### src/rtl/load_store_unit.sv
// load_store_unit: initiator side of a word-addressed data memory for MIPS
// byte-addressed loads/stores (lb/lbu/lh/lhu/lw/sb/sh/sw). Big-endian lanes.
// One request in flight; sub-word stores are done as read-modify-write.
// Ports:
//   clk, rst                 clock, synchronous active-high reset
//   req_valid/req_ready      request handshake (accepted when both high)
//   req_we/size/unsigned     op decode: store flag, size (00 b, 01 h, 10 w), zero-extend
//   req_addr/req_wdata       byte address, right-justified store data
//   resp_valid/rdata/err     one-cycle completion pulse, load result, error flag
//   mem_addr/rd_en/rd_data   word index, read strobe, read data (one cycle later)
//   mem_wr_en/wr_data        write strobe and word to write
module load_store_unit #(
  parameter int unsigned MEM_WORDS = 1024
) (
  input  logic        clk,
  input  logic        rst,
  input  logic        req_valid,
  output logic        req_ready,
  input  logic        req_we,
  input  logic [1:0]  req_size,
  input  logic        req_unsigned,
  input  logic [31:0] req_addr,
  input  logic [31:0] req_wdata,
  output logic        resp_valid,
  output logic [31:0] resp_rdata,
  output logic        resp_err,
  output logic [31:0] mem_addr,
  output logic        mem_rd_en,
  input  logic [31:0] mem_rd_data,
  output logic        mem_wr_en,
  output logic [31:0] mem_wr_data
);

  localparam int unsigned DW = 32;

  typedef enum logic [2:0] {IDLE, READ, CAPTURE, WRITE, RESP} state_t;

  state_t          state, state_next;
  logic            accept;
  logic            req_err;
  logic            we_q;
  logic [1:0]      size_q;
  logic            uns_q;
  logic [1:0]      off_q;
  logic [15:0]     wdata_q;
  logic            wr_q;
  logic [4:0]      byte_shift;
  logic [4:0]      half_shift;
  logic [7:0]      byte_val;
  logic [15:0]     half_val;
  logic [DW-1:0]   load_val;
  logic [DW-1:0]   merge_val;

  assign req_ready = (state == IDLE);
  assign accept    = req_valid & (state == IDLE);

  // Reset has to suppress a write that is being presented in this very cycle.
  assign mem_wr_en = wr_q & ~rst;

  // Acceptance-time error decode.
  always_comb begin
    req_err = 1'b0;
    case (req_size)
      2'b00:   req_err = 1'b0;
      2'b01:   req_err = req_addr[0];
      2'b10:   req_err = (req_addr[1:0] != 2'b00);
      default: req_err = 1'b1;
    endcase
    if ({2'b00, req_addr[31:2]} >= 32'(MEM_WORDS)) req_err = 1'b1;
  end

  // State register.
  always_ff @(posedge clk) begin
    if (rst) state <= IDLE;
    else     state <= state_next;
  end

  // Next-state logic.
  always_comb begin
    state_next = state;
    case (state)
      IDLE: begin
        if (accept) begin
          if (req_err)                           state_next = RESP;
          else if (req_we && req_size == 2'b10)  state_next = WRITE;
          else                                   state_next = READ;
        end
      end
      READ:    state_next = CAPTURE;
      CAPTURE: state_next = we_q ? WRITE : RESP;
      WRITE:   state_next = RESP;
      RESP:    state_next = IDLE;
      default: state_next = IDLE;
    endcase
  end

  // Big-endian lane select: byte offset o sits at bit 8*(3-o); half at 16*(1-o[1]).
  always_comb begin
    byte_shift = {~off_q, 3'b000};
    half_shift = {~off_q[1], 4'b0000};
    byte_val   = 8'(mem_rd_data >> byte_shift);
    half_val   = 16'(mem_rd_data >> half_shift);
    case (size_q)
      2'b00:   load_val = uns_q ? {24'h0, byte_val} : {{24{byte_val[7]}}, byte_val};
      2'b01:   load_val = uns_q ? {16'h0, half_val} : {{16{half_val[15]}}, half_val};
      default: load_val = mem_rd_data;
    endcase
    if (size_q == 2'b00)
      merge_val = (mem_rd_data & ~(32'h0000_00FF << byte_shift)) |
                  (32'(wdata_q[7:0]) << byte_shift);
    else
      merge_val = (mem_rd_data & ~(32'h0000_FFFF << half_shift)) |
                  (32'(wdata_q) << half_shift);
  end

  // Request fields latched at acceptance.
  always_ff @(posedge clk) begin
    if (rst) begin
      we_q    <= 1'b0;
      size_q  <= 2'b00;
      uns_q   <= 1'b0;
      off_q   <= 2'b00;
      wdata_q <= 16'h0;
    end else if (accept) begin
      we_q    <= req_we;
      size_q  <= req_size;
      uns_q   <= req_unsigned;
      off_q   <= req_addr[1:0];
      wdata_q <= req_wdata[15:0];
    end
  end

  // Registered outputs, timed from the next state so they line up with it.
  always_ff @(posedge clk) begin
    if (rst) begin
      mem_rd_en   <= 1'b0;
      wr_q        <= 1'b0;
      resp_valid  <= 1'b0;
      resp_err    <= 1'b0;
      resp_rdata  <= '0;
      mem_addr    <= '0;
      mem_wr_data <= '0;
    end else begin
      mem_rd_en  <= (state_next == READ);
      wr_q       <= (state_next == WRITE);
      resp_valid <= (state_next == RESP);
      resp_err   <= accept & req_err;
      resp_rdata <= (state == CAPTURE && !we_q) ? load_val : '0;
      if (accept) mem_addr <= {2'b00, req_addr[31:2]};
      if (accept && req_we && req_size == 2'b10 && !req_err)
        mem_wr_data <= req_wdata;
      else if (state == CAPTURE && we_q)
        mem_wr_data <= merge_val;
    end
  end

endmodule

### config.mk
export PLATFORM = sky130hd
export DESIGN_NAME = load_store_unit
export DESIGN_NICKNAME = d
export VERILOG_FILES = /design/src/rtl/load_store_unit.sv
export SDC_FILE = /design/constraint.sdc
export NUM_CORES = 1
export LEC_CHECK = 0
export CAP_MARGIN = 20
export CORE_UTILIZATION = 30
export DETAILED_ROUTE_END_ITERATION = 10
export GPL_ROUTABILITY_DRIVEN = 0
export PLACE_DENSITY = 0.7
export SYNTH_ARGS = -nofsm -noshare
export SYNTH_HDL_FRONTEND = slang
export SYNTH_SLANG_ARGS = --single-unit
### constraint.sdc
create_clock -name clk -period 3.14 [get_ports clk]
set_clock_uncertainty 0.15 [all_clocks]
set_input_delay 0.471 -clock clk [delete_from_list [all_inputs] [get_ports clk]]
set_output_delay 0.471 -clock clk [all_outputs]
set_load 0.01 [all_outputs]
==> results of run 1 <==
[cell type report]
class                   instances  share of cell area [%]
clock buffers                  18                    5.51
clock inverters                14                    2.43
inverters                       4                   0.188
multi-input cells             451                    31.1
flip-flops and latches        123                    30.9
well taps                     220                    3.45
repair buffers                211                    26.4
[worst paths after layout]
kind,endpoint,start,cells past startpoint,slack [ps]
worst min-delay path,resp_valid$_SDFF_PP0_,rst,3,280
worst min register to register,mem_addr[10]$_SDFFE_PP0P_,mem_addr[10]$_SDFFE_PP0P_,2,300
worst max register to register,mem_wr_data[16]$_SDFFE_PP0P_,size_q[0]$_SDFFE_PP0P_,5,530
worst max-delay path,mem_wr_data[16]$_SDFFE_PP0P_,size_q[0]$_SDFFE_PP0P_,5,530
[state kept, by name, summed over array words and instances, names as in the netlist]
name and count:
size_q 2, resp_err 1, state 3, mem_wr_data 32
resp_valid 1, off_q 2, mem_addr 30, wr_q 1
uns_q 1, wdata_q 16, mem_rd_en 1, resp_rdata 32
we_q 1
[placed cells by master, fill, tap and decap left out, types with 7 or more instances in the layout]
| cell | n |
|---|---|
| mux2_2 | 25 |
| o21ai_0 | 29 |
| nor3_1 | 7 |
| a31oi_1 | 15 |
| clkbuf_16 | 17 |
| a21oi_1 | 98 |
| buf_4 | 8 |
| nand3_1 | 30 |
| dfxtp_1 | 123 |
| nor2_1 | 20 |
| a22oi_1 | 16 |
| nand2_1 | 148 |
| a222oi_1 | 7 |
| clkdlybuf4s50_1 | 200 |
| o221ai_1 | 14 |
[stage by stage]
| stage | util [%] | power, uW | instance area [sq um] | hold slack, ps | setup slack, ps |
|---|---|---|---|---|---|
| 5_1_grt | 47.6 | 4370 | 7980 | 298 | 409 |
| 4_1_cts | 47.6 | 4240 | 7980 | 271 | 610 |
| 6_report | 47.6 | 4220 | 7980 | 285 | 528 |
| 2_1_floorplan | - | 1900 | 5230 | 283 | 1040 |
| 3_5_place_dp | 43.8 | 2160 | 7340 | 296 | 296 |
| 3_3_place_gp | 43.8 | 2150 | 7340 | 291 | 356 |
[power breakdown]
part	internal [uW]	switching (uW)
clock	1350	736
sequential	1600	33.5
combinational	247	245
total	3200	1010
[layer usage]
metal,part of all wire [%],vias up,track usage (%)
met3,9.7,20,7.52
li1,-,2588,-
met1,42,2462,25.8
met2,46,241,31.3
met4,1.3,2,5.93
met5,0.073,-,0
[critical path, cell delays in order, from the launching register on]
cell	delay [ps]
dfxtp_1	770
nor3_2	220
nor2_1	580
mux2_2	420
a22oi_1	210
a21oi_1	90
[kinds of logic (layout without fill, tap and decap cells)]
kind of cell / count (synthesis) / count (layout)
mux: 28 / 28
buf+inv: 60 / 247
simple gates: 234 / 234
other cells: 1 / 2
compound gates: 187 / 187
flops: 123 / 123
==> flow_summary.toml, run 1 <==
[cells_and_area]
layout.nets = 911
fillers = 1621
final_cells = 1041
seqCellArea_sq_mm = 0.00246
multi_input_area_sq_mm = 0.00248
drive_gt1_share_pct = 9.62
n_antenna_cell = 0
area.growth.synth_to_final_pct = 52.7

[clock_tree]
cts_tree = "done"
root_buffer = "clkbuf_16"
h-tree-depth = 4
insertion_delay_ps = 410
post_cts_resized = 0
clkTransAtPathRegs_ps = 60
numClockSinks = 123
cts_buffer_depth = 2
post_cts.repair.setup_buffers = 0
ctsHoldBuffers = 0
cts-buffers-inserted = 17

[timing]
final_max_slew_viol_count = 0
grt_setup_unrepaired = "no"
max_freq_mhz = 383
layout_min_cycle_time_ps = 2610
tightest_slew_ps = 937
fin_tns_setup_ps = 0
finalSetupViolCount = 0
slew_headroom_pct = 37.5
hold_viol_final = 0
min_period_over_period_pct = 83.2

[routing]
routed_via_density = 5.10
routed_wl_um = 17800
firstDrtPassIters = 8
drc = 0
vias = 5313
post_drt_wl_per_cell_um = 17.1
first_iter_violations = 493
ant_nets = 0

[logic_synthesis]
ys_types = 42
syn_avg_cell_area_sq_um = 8.25
synth-edff-count = 0
synth_seq_cells = 123
synth_top_family_by_area = "compound AO/OA/AOI/OAI gates"
syn_area_sq_mm = 0.00522
ys_warn_count = 0
synthTopCellsByArea = "dfxtp_1, nand2_1, a21oi_1, mux2_2, nand3_1"
synthMuxAreaShare_pct = 5.97
synth_common_cells = "nand2_1, dfxtp_1, a21oi_1"
yosysTopAreaCell = "dfxtp_1"
yosys.area_share.simple_pct = 20.2
async_flop_share_pct = 0
synth_top_area_share_pct = 47.2
synth_xor_area_share_pct = 0
synthAdderAreaFrac_pct = 0
synth_compound_area_share_pct = 21.2
synth_cells = 633
dominantRegCellSynth = "dfxtp_1"
yosysMostFrequentCell = "nand2_1"
yosysSeqAreaShare_pct = 47.2

[worst_setup_path]
worstPathArrival_ps = 2720
cp.required_ps = 3240
cp-end-kind = "register"
worst-path-max-fanout = 19
start_kind = "register"
path_class = "reg -> reg"

[power_and_ir_drop]
ir_worst_vdd_mv = 0.458
powerDensity_mw_per_mm2 = 529
p_leak_uw = 0.00277

[worst_hold_path]
hold_path.class = "in -> reg"

[global_routing]
grt_pass1_vias = 5133
gr-usage-all-layers_pct = 20.1
grt_max_degree = 87
antenna_found_initial = 1
grt_pass1_wl_um = 27900
grt-ovfl-total = 0

[placement]
hpwlAfterDp_um = 12700
placedCellCount = 1009
io_buffers = 201

[floorplan]
row_count = 47
design.core.area_sq_mm = 0.0168
start_util_pct = 31.2
dieArea_sq_mm = 0.0179
die_x_um = 134
io_pins = 204
die_h_um = 134

[flow_run]
cap_violations = 0

[outcome]
status = "completed"
(Power assumes the default switching activity.)
==> inputs of run 2 (changes only) <==
--- a/config.mk
+++ b/config.mk
@@ -9,7 +9,7 @@
 export CORE_UTILIZATION = 30
 export DETAILED_ROUTE_END_ITERATION = 10
 export GPL_ROUTABILITY_DRIVEN = 0
-export PLACE_DENSITY = 0.7
+export PLACE_DENSITY = 0.72
 export SYNTH_ARGS = -nofsm -noshare
 export SYNTH_HDL_FRONTEND = slang
 export SYNTH_SLANG_ARGS = --single-unit
==> constraint.sdc (replaced) <==
create_clock -name clk -period 2.39 [get_ports clk]
set_clock_uncertainty 0.15 [all_clocks]
set_input_delay 0.3585 -clock clk [delete_from_list [all_inputs] [get_ports clk]]
set_output_delay 0.3585 -clock clk [all_outputs]
set_load 0.01 [all_outputs]
==> run 2 against run 1 <==
  * Hold slack got worse by 92 ps
  * Total power increased by 36%
  * Non-clock buffer count increased by 24
  * Sequential share of layout area down 0.85 points
  * Wire length increased by 3.8%
  * Clock-buffer cell count grew 1
  * Combinational power up 40%
  * Global-route usage up 0.29 points
==> flow_summary.toml, run 2 (same netlist as run 1, synthesis figures left out) <==
[outcome]
status = "completed"

[placement]
io_buffers = 201
placedCellCount = 1033
hpwlAfterDp_um = 13200
dpl_cell_area_sq_mm = 0.00753

[global_routing]
grt_use_met2_pct = 31.7
gr-usage-met3_pct = 7.48
grt_max_degree = 65
grt-ovfl-total = 0
gr-usage-met1_pct = 25.8
gr-max-usage-layer = "met2"
gr-usage-all-layers_pct = 20.4
grt_pass1_wl_um = 28100
grt_pass1_vias = 5159
antenna_found_initial = 0

[clock_tree]
numClockSinks = 123
insertion_delay_ps = 410
h-tree-depth = 4
post_cts_resized = 0
cts-buffers-inserted = 17
root_buffer = "clkbuf_16"
ctsHoldBuffers = 0
post_cts.repair.setup_buffers = 0
cts_buffer_depth = 2
clkTransAtPathRegs_ps = 60
cts_tree = "done"

[worst_hold_path]
hold_path.class = "in -> reg"
min_to = "state[2]$_SDFF_PP0_"
holdCritStartpoint = "rst"
holdPathStages = 3

[power_and_ir_drop]
clockPowerShare_pct = 50.5
p_leak_uw = 0.00290
power.switching_uw = 1360
powerDensity_mw_per_mm2 = 699
p_int_uw = 4380
p_sw_share_pct = 23.7
comb_power_share_pct = 12.0
seq_power_share_pct = 37.5
ir_worst_vdd_mv = 0.518

[cells_and_area]
final_cells = 1065
n_antenna_cell = 0
layout.nets = 935
area.growth.synth_to_final_pct = 57.1
utilization_pct = 48.9
final_cell_mix = "clkdlybuf4s50_1, nand2_1, dfxtp_1"
reg_top3 = "mem_wr_data: 32 flops, resp_rdata: 32 flops, mem_addr: 30 flops"
drive_gt1_share_pct = 12.2
layout_commonest_cell = "clkdlybuf4s50_1"
post-route-cell-area_sq_mm = 0.00820

[floorplan]
start_util_pct = 31.2
dieArea_sq_mm = 0.0179
row_count = 47
io_pins = 204
die_h_um = 134
die_x_um = 134
design.core.area_sq_mm = 0.0168

[timing]
tightest_slew_ps = 699
max_freq_mhz = 457
grt_setup_unrepaired = "no"
holdWs_ps = 192
finalSetupViolCount = 0
layout_min_cycle_time_ps = 2190
hold_viol_final = 0
slew_headroom_pct = 53.4
fin_tns_setup_ps = 0
final_max_slew_viol_count = 0
min_period_over_period_pct = 91.5

[worst_setup_path]
worst-path-max-fanout = 16
r2r_slack_ps = 200
worstPathArrival_ps = 2370
reg2reg_to = "resp_rdata[24]$_SDFF_PP0_"
cp-end-kind = "register"
start_kind = "register"
r2r_start = "off_q[0]$_SDFFE_PP0P_"
cp.required_ps = 2580
path_class = "reg -> reg"
reg2reg_depth = 5

[routing]
routed_via_density = 5.20
post_drt_wl_per_cell_um = 17.4
routed_wl_um = 18500
first_iter_violations = 525
vias = 5535
firstDrtPassIters = 5
drc = 0
ant_nets = 0

[flow_run]
cap_violations = 0
-- run 2: power groups by stage --
stage	registers, uW	clock network (uW)	logic, uW
4_1_cts	2150	2940	686
5_1_grt	2150	3040	743
3_5_place_dp	2190	0	680
6_report	2150	2900	689
3_3_place_gp	2190	0	677
2_1_floorplan	2190	0	297
-- run 2: metrics by stage --
step | setup WS (ps) | total power, uW
detailed placement | -196 | 2870
finish | 204 | 5730
CTS | 203 | 5770
global route | 57.2 | 5940
floorplan | 386 | 2490
global placement | -153 | 2870
-- run 2: per-layer routing --
metal,vias up,routed length [um]
met5,-,0
met4,0,455
met3,31,1870
met2,243,8520
met1,2619,7660
li1,2642,-
-- run 2: worst max-delay path by stage --
stage / to / cells past startpoint / slack [ps] / start
final: resp_rdata[24]$_SDFF_PP0_ / 5 / 200 / off_q[0]$_SDFFE_PP0P_
after CTS: req_ready / 2 / 200 / state[1]$_SDFF_PP0_
after floorplan: mem_wr_data[28]$_SDFFE_PP0P_ / 7 / 390 / state[0]$_SDFF_PP0_
after global placement: mem_wr_data[19]$_SDFFE_PP0P_ / 7 / -150 / req_addr[25]
after global routing: resp_rdata[24]$_SDFF_PP0_ / 5 / 60 / off_q[0]$_SDFFE_PP0P_
after detailed placement: mem_wr_data[17]$_SDFFE_PP0P_ / 7 / -200 / req_addr[25]
-- run 2: area by class of cell --
cell class,count,area (sq um)
clock buffers,19,453
clock inverters,13,213
fillers,1558,8560
inverters,4,15.0
multi-input cells,451,2480
flip-flops and latches,123,2460
well taps,220,275
repair buffers,235,2300
-- run 2: worst max-delay path, cell delays in order (launching register included) --
cell     delay, ps
dfxtp_1        600
mux2i_1        150
mux2_2         290
or3_1          380
o31a_1         300
a21oi_1        230
==> inputs of run 3 (changes only) <==
--- a/config.mk
+++ b/config.mk
@@ -5,11 +5,13 @@
 export SDC_FILE = /design/constraint.sdc
 export NUM_CORES = 1
 export LEC_CHECK = 0
+export ABC_AREA = 0
 export CAP_MARGIN = 20
 export CORE_UTILIZATION = 30
 export DETAILED_ROUTE_END_ITERATION = 10
 export GPL_ROUTABILITY_DRIVEN = 0
 export PLACE_DENSITY = 0.72
+export SETUP_SLACK_MARGIN = 0.05
 export SYNTH_ARGS = -nofsm -noshare
 export SYNTH_HDL_FRONTEND = slang
 export SYNTH_SLANG_ARGS = --single-unit
==> results of run 3 <==
Same layout as run 2: the final DEF is identical, and so are final timing and power.
